### src/rtl/apb_cmd_master.sv
// apb_cmd_master: valid/ready command FIFO feeding an APB3 initiator with pReady wait states.
// Optional ACCESS-phase timeout abort is enabled by defining APB_TIMEOUT_EN.
module apb_cmd_master #(
  parameter int ADDR_W = 32,
  parameter int DATA_W = 32,
  parameter int FIFO_DEPTH = 4,
  parameter int TIMEOUT = 16
) (
  input  logic              pClk,
  input  logic              pReset,
  input  logic              cmd_valid,
  output logic              cmd_ready,
  input  logic              cmd_write,
  input  logic [ADDR_W-1:0] cmd_addr,
  input  logic [DATA_W-1:0] cmd_wdata,
  output logic              rsp_valid,
  output logic [DATA_W-1:0] rsp_rdata,
  output logic              rsp_err,
  output logic              busy,
  output logic              pSel,
  output logic              pEnable,
  output logic              pWrite,
  output logic [ADDR_W-1:0] pAddr,
  output logic [DATA_W-1:0] pWdata,
  input  logic [DATA_W-1:0] pReadData,
  input  logic              pReady
);
  localparam int AW = $clog2(FIFO_DEPTH);
  localparam int EW = 1 + ADDR_W + DATA_W;
  typedef enum logic [1:0] {IDLE, SETUP, ACCESS} state_t;
  state_t state, state_n;
  logic [EW-1:0] mem [FIFO_DEPTH];
  logic [AW:0] wp, rp;
  logic full, empty, push, pop, done, expired;
  logic hw;
  logic [ADDR_W-1:0] ha, addr_n;
  logic [DATA_W-1:0] hd, wd_n, rd_n;
  logic sel_n, en_n, wr_n, rv_n, err_n;
  assign empty = wp == rp;
  assign full = (wp[AW] != rp[AW]) && (wp[AW-1:0] == rp[AW-1:0]);
  assign cmd_ready = !full;
  assign push = cmd_valid && !full;
  assign busy = !empty || state != IDLE;
  assign {hw, ha, hd} = mem[rp[AW-1:0]];
  always_ff @(posedge pClk or posedge pReset)
    if (pReset) begin
      wp <= '0;
      rp <= '0;
    end else begin
      if (push) wp <= wp + (AW+1)'(1);
      if (pop) rp <= rp + (AW+1)'(1);
    end
  always_ff @(posedge pClk)
    if (push) mem[wp[AW-1:0]] <= {cmd_write, cmd_addr, cmd_wdata};
`ifdef APB_TIMEOUT_EN
  localparam int CW = $clog2(TIMEOUT + 1);
  logic [CW-1:0] cnt;
  assign expired = state == ACCESS && !pReady && cnt == CW'(TIMEOUT);
  always_ff @(posedge pClk or posedge pReset)
    if (pReset) cnt <= '0;
    else if (state == SETUP) cnt <= CW'(1);
    else if (state == ACCESS && !pReady) cnt <= cnt + CW'(1);
`else
  assign expired = TIMEOUT < 0;
`endif
  assign done = state == ACCESS && (pReady || expired);
  always_comb begin
    state_n = state;
    sel_n = pSel;
    en_n = pEnable;
    wr_n = pWrite;
    addr_n = pAddr;
    wd_n = pWdata;
    rv_n = 1'b0;
    rd_n = rsp_rdata;
    err_n = rsp_err;
    pop = 1'b0;
    if (done) begin
      rv_n = 1'b1;
      rd_n = (pWrite || expired) ? '0 : pReadData;
      err_n = expired;
    end
    if ((state == IDLE || done) && !empty) begin
      pop = 1'b1;
      state_n = SETUP;
      sel_n = 1'b1;
      en_n = 1'b0;
      wr_n = hw;
      addr_n = ha;
      wd_n = hw ? hd : '0;
    end else if (done) begin
      state_n = IDLE;
      sel_n = 1'b0;
      en_n = 1'b0;
      wr_n = 1'b0;
      addr_n = '0;
      wd_n = '0;
    end else if (state == SETUP) begin
      state_n = ACCESS;
      en_n = 1'b1;
    end
  end
  always_ff @(posedge pClk or posedge pReset)
    if (pReset) begin
      state <= IDLE;
      pSel <= 1'b0;
      pEnable <= 1'b0;
      pWrite <= 1'b0;
      pAddr <= '0;
      pWdata <= '0;
      rsp_valid <= 1'b0;
      rsp_rdata <= '0;
      rsp_err <= 1'b0;
    end else begin
      state <= state_n;
      pSel <= sel_n;
      pEnable <= en_n;
      pWrite <= wr_n;
      pAddr <= addr_n;
      pWdata <= wd_n;
      rsp_valid <= rv_n;
      rsp_rdata <= rd_n;
      rsp_err <= err_n;
    end
endmodule

### config.mk
export PLATFORM = sky130hd
export DESIGN_NAME = apb_cmd_master
export DESIGN_NICKNAME = d
export VERILOG_FILES = /design/src/rtl/apb_cmd_master.sv
export SDC_FILE = /design/constraint.sdc
export NUM_CORES = 1
export LEC_CHECK = 0
export CORE_AREA = 2 2 243 149
export CTS_CLUSTER_DIAMETER = 150
export DETAILED_ROUTE_END_ITERATION = 12
export DIE_AREA = 0 0 245 151
export GPL_TIMING_DRIVEN = 0
export PLACE_DENSITY = 0.68
export SLEW_MARGIN = 30
export SYNTH_ARGS = -nofsm -noshare
export SYNTH_HDL_FRONTEND = slang
export SYNTH_SLANG_ARGS = --single-unit
### constraint.sdc
create_clock -name pClk -period 4.2 [get_ports pClk]
set_clock_uncertainty 0.15 [all_clocks]
set_input_delay 0.84 -clock pClk [delete_from_list [all_inputs] [get_ports pClk]]
set_output_delay 0.84 -clock pClk [all_outputs]
set_load 0.02 [all_outputs]
* After elaboration in Yosys (flattened, before gate mapping) *
Memory sizes are Yosys's and may differ from the RTL's.
Index checks and enable logic that the tools add are counted.
W data, S select, Z words.

operators by class
  add/sub/neg operators = 2
  equal/unequal tests = 5
  multiplexer cells = 18
  reductions and logical operators = 12

operator list
  kind                   number
  $mux W32               5
  $mux W1                10
  $add A3 B1 Y3 const B  2
  $mux W2                3
  $logic_and A1 B1 Y1    4
  $reduce_bool A2 Y1     2
  $eq A3 B3 Y1           1
  $reduce_bool A3 Y1     1
  $eq A2 B1 Y1 const B   1
  $eq A2 B2 Y1           1
  $eq A2 B2 Y1 const B   1
  $logic_not A1 Y1       2
  $logic_not A2 Y1       1
  $logic_or A1 B1 Y1     2
  $ne A1 B1 Y1           1

word-level totals
  register bits = 108
  bits in writable memories = 260
  bits of input ports = 101
  output and inout bits = 103
  logic and storage cells = 48
  memories = 1

memory list
  name  words  bits a word  read ports  clocked after memory_dff  wr ports  RTL line  source
  mem   4      65           1           0                         1         32        logic [EW-1:0] mem [FIFO_DEPTH];

* Logic depth before layout (Yosys ltp) *
  depth after elaboration = 6
  mapped depth = 7

* Worst setup path before layout *
Ideal clock, no wire load.

  path type = input-to-reg
  from = input cmd_valid
  to = memory mem[3][0] (netlist name) (enable)
  library setup time = 0.431 ns
  arrival time = 2.815 ns
  setup slack = 0.803 ns
  cell stages on the path = 3
  cells stage by stage = inv_1 a31oi_1 and2_1

between the ends
  word-level cells in the longest chain between the ends = 3

RTL lines
  what                           RTL line  source
  from (decl)                    11        input logic cmd_valid,
  $logic_and A1 B1 Y1            42        assign push = cmd_valid && !full;
  $mux W1                        54        if (push) mem[wp[AW-1:0]] <= {cmd_write, cmd_addr, cmd_wdata};
  $mux W1 (implied by the code)  54
  to (decl)                      32

Every way passes these cells.

* Final worst setup path *
  from = register rp[0]
  to = output busy

between the ends
  word-level cells in the longest chain between the ends = 3

RTL lines
  what                    RTL line  source
  from (decl)             33        logic [AW:0] wp, rp;
  from (signal assigned)  51        if (pop) rp <= rp + (AW+1)'(1);
  $eq A3 B3 Y1            39        assign empty = wp == rp;
  $logic_not A1 Y1        43        assign busy = !empty || state != IDLE;
  $logic_or A1 B1 Y1      43
  to (decl)               19        output logic busy,

Every way passes these cells.

==> metrics <==
Worst R2R Start rp[0]; share of layout cells above drive strength 1 ~14%; Synth Flop Type edfxtp_1; RSZ-0062 raised after global routing no; DP Area approximately 0.017 mm²; P_leak 6.37 nW; Core Box Area roughly 0.035 mm²; Hold Path Sink pSel; Synth Register Bits 367; Avg Inst Size Synth about 17 µm²; WP buf/inv 2; cts bufs inserted 37; # hold bufs at CTS 0; CTS Sinks 367; post-synthesis net count between 900 and 1000; Total GRT Usage 17.9%; HP Class reg -> reg; antenna viol nets, final 0; CP max stage cell clkdlybuf4s50_1; first-pass GRT wire length just under 50000 µm; PostCTS Resize Cnt 0; R2R cell count 5; Port Buffer Count 202; CP Launch Type flop; Hold Slack around 330 ps; Site Rows 53; Reg clk slew, reported paths around 60 ps; worst slew pin tran roughly 920 ps; Root Driver clkbuf_16; remaining global-route overflow 0; total number of vias between 7000 and 8000; DRT Pass-1 Iters 5; Max Fclk around 310 MHz; final std cells w/o fill roughly 1600; synth warn 0; number of antenna violations at the first check in global routing 1; Gate Count Post-Synth 812; die width between 200 and 250 µm; GPL Wtd Cong around 0.83; area of the multi-input gates 0.00308 mm²; distinct cell type count after synthesis 26; DRC 0; placed insts about 1500; period utilization approximately 77%; Initial DRC Count about 500; Skew-Pair Late Insertion Delay 530 ps; Post-synth EDFFs 260; Worst Path Required 3210 ps; status finished clean; io pins 204; sequential fraction of the synthesis area approximately three quarters; postcts setup bufs 0; reg2reg end mem[3][41]; placed wire-length estimate ~22000 µm; r2r setup slk 1490 ps; pwr dens ~760 mW/mm²; Final #Nets roughly 1200; Final Cell Area approximately 0.018 mm²; WL/cell roughly 21 µm; Max stage delay on crit path approximately 610 ps; crit path time final 3220 ps; CTS HTree Levels 2; CTS tree yes; vias in the first global route ~8200; Max Cap Viol 0; starting density of the core 39.8%; final setup fails 0; FF/Latch Area roughly 0.010 mm²; slew margin rel. between 30% and 40%; Max Transition Viols Final 0; routed wire length between 30000 and 40000 µm; Hold Vio Cnt, Final 0; CP top delay family buffers and inverters; Area Overhead vs Synth 29.4%; CP Class reg -> out; pin count of the biggest net entering global routing 76; via density per instance 5.02; largest fanout on the critical path 4; Arr. time, crit path between 2000 and 2500 ps; Max Root-Sink Buffers 3; HP Start pSel; mapped cell area 0.0138 mm²; total die area ~0.037 mm²; VDD IR max between 400 and 500 µV; Cells on Worst Hold Path 1; crit-path cells buf_2 > xnor2_1 > nand4_1 > clkdlybuf4s50_1; share of flip-flops with an asynchronous set or reset just under 30%; Filler cells around 2900; die height roughly 150 µm; CP Capture Type output pin
## cell usage after synthesis (all sizes together) (4+ instances only)
master	number	area [µm²]
and2	4	25.0
buf	16	96.3
clkbuf	35	131
dfrtp	107	2680
edfxtp	260	7810
ha	5	62.6
inv	5	18.8
mux4	65	1460
nand2	133	499
nand2b	32	200
nand3	33	165
o21ai	98	490
xnor2	5	43.8
## metrics by stage
step | util, % | setup WS (ps) | power [mW] | TNS (ps)
after floorplan | - | 393 | 8.17 | 0
after global placement | 47.3 | -1720 | 10.2 | -471490
after detailed placement | 47.8 | 670 | 10.3 | 0
after CTS | 51.5 | 936 | 13.8 | 0
after global routing | 51.5 | 872 | 14.3 | 0
final | 51.5 | 975 | 13.6 | 0
## power by group
part	internal [mW]	switching, mW
sequential	4.97	0.397
combinational	2.01	2.71
clock	2.12	1.36
## cells by family after synthesis
kind of cell               count (synthesis)  synth area share (%)
buffers and inverters                     56                  1.79
xor gates and xnor gates                   8                 0.508
and+or+nand+nor                          207                  6.66
adders and majority gates                  5                 0.453
DFF                                      367                  76.0
muxes                                     66                  10.7
AOI/OAI and AO/OA                        102                  3.90
other                                      1                0.0272
## sequential cells by signal, indices dropped and copies added (netlist names)
signal and count:
pAddr 32, wp 3, mem 260, state 1, pWrite 1, pWdata 32, rsp_valid 1, rsp_rdata 32
pEnable 1, rp 3, pSel 1
## layout make-up
type | count | share of cell area (%)
sequential | 367 | 58.7
multi-input combinational | 389 | 17.2
timing repair buffer | 207 | 12.1
clock buffer | 52 | 6.07
tap | 467 | 3.27
buffer | 51 | 1.27
clock inverter | 15 | 1.19
inverter | 5 | 0.147
antenna | 1 | 0.0140
## per-layer routing
metal | global-route usage [%] | share of wire (%) | up-vias
met1 | 25.5 | 47 | 3993
met3 | 4.38 | 6.7 | 39
met4 | 4.12 | 1.3 | 0
li1 | - | - | 3536
met2 | 28.2 | 45 | 237
met5 | 0 | 0 | -
## worst max-delay path by stage
stage                start    endpoint  cells after the start
floorplan           pReset    pAddr[0]                      1
global placement    pReset    pAddr[7]                      2
detailed placement  pReady  pWdata[25]                      8
CTS                  rp[0]        busy                      4
global route         rp[0]        busy                      4
finish               rp[0]        busy                      4
## placed cells by master (no fill, tap or decap), drive strengths merged, types with 2 or more instances in the layout
cell type,synthesis,layout
nand3,33,33
edfxtp,260,260
xor2,3,3
bufinv,0,5
clkbuf,35,87
clkinvlp,0,2
or2,2,2
clkdlybuf4s50,0,202
buf,16,21
nand2b,32,32
inv,5,8
mux4,65,65
dfrtp,107,107
nand2,133,133
o21ai,98,98
a21o,2,2
ha,5,5
clkinv,0,5
xnor2,5,5
and2,4,4
Power figures use the tool's default switching activity.
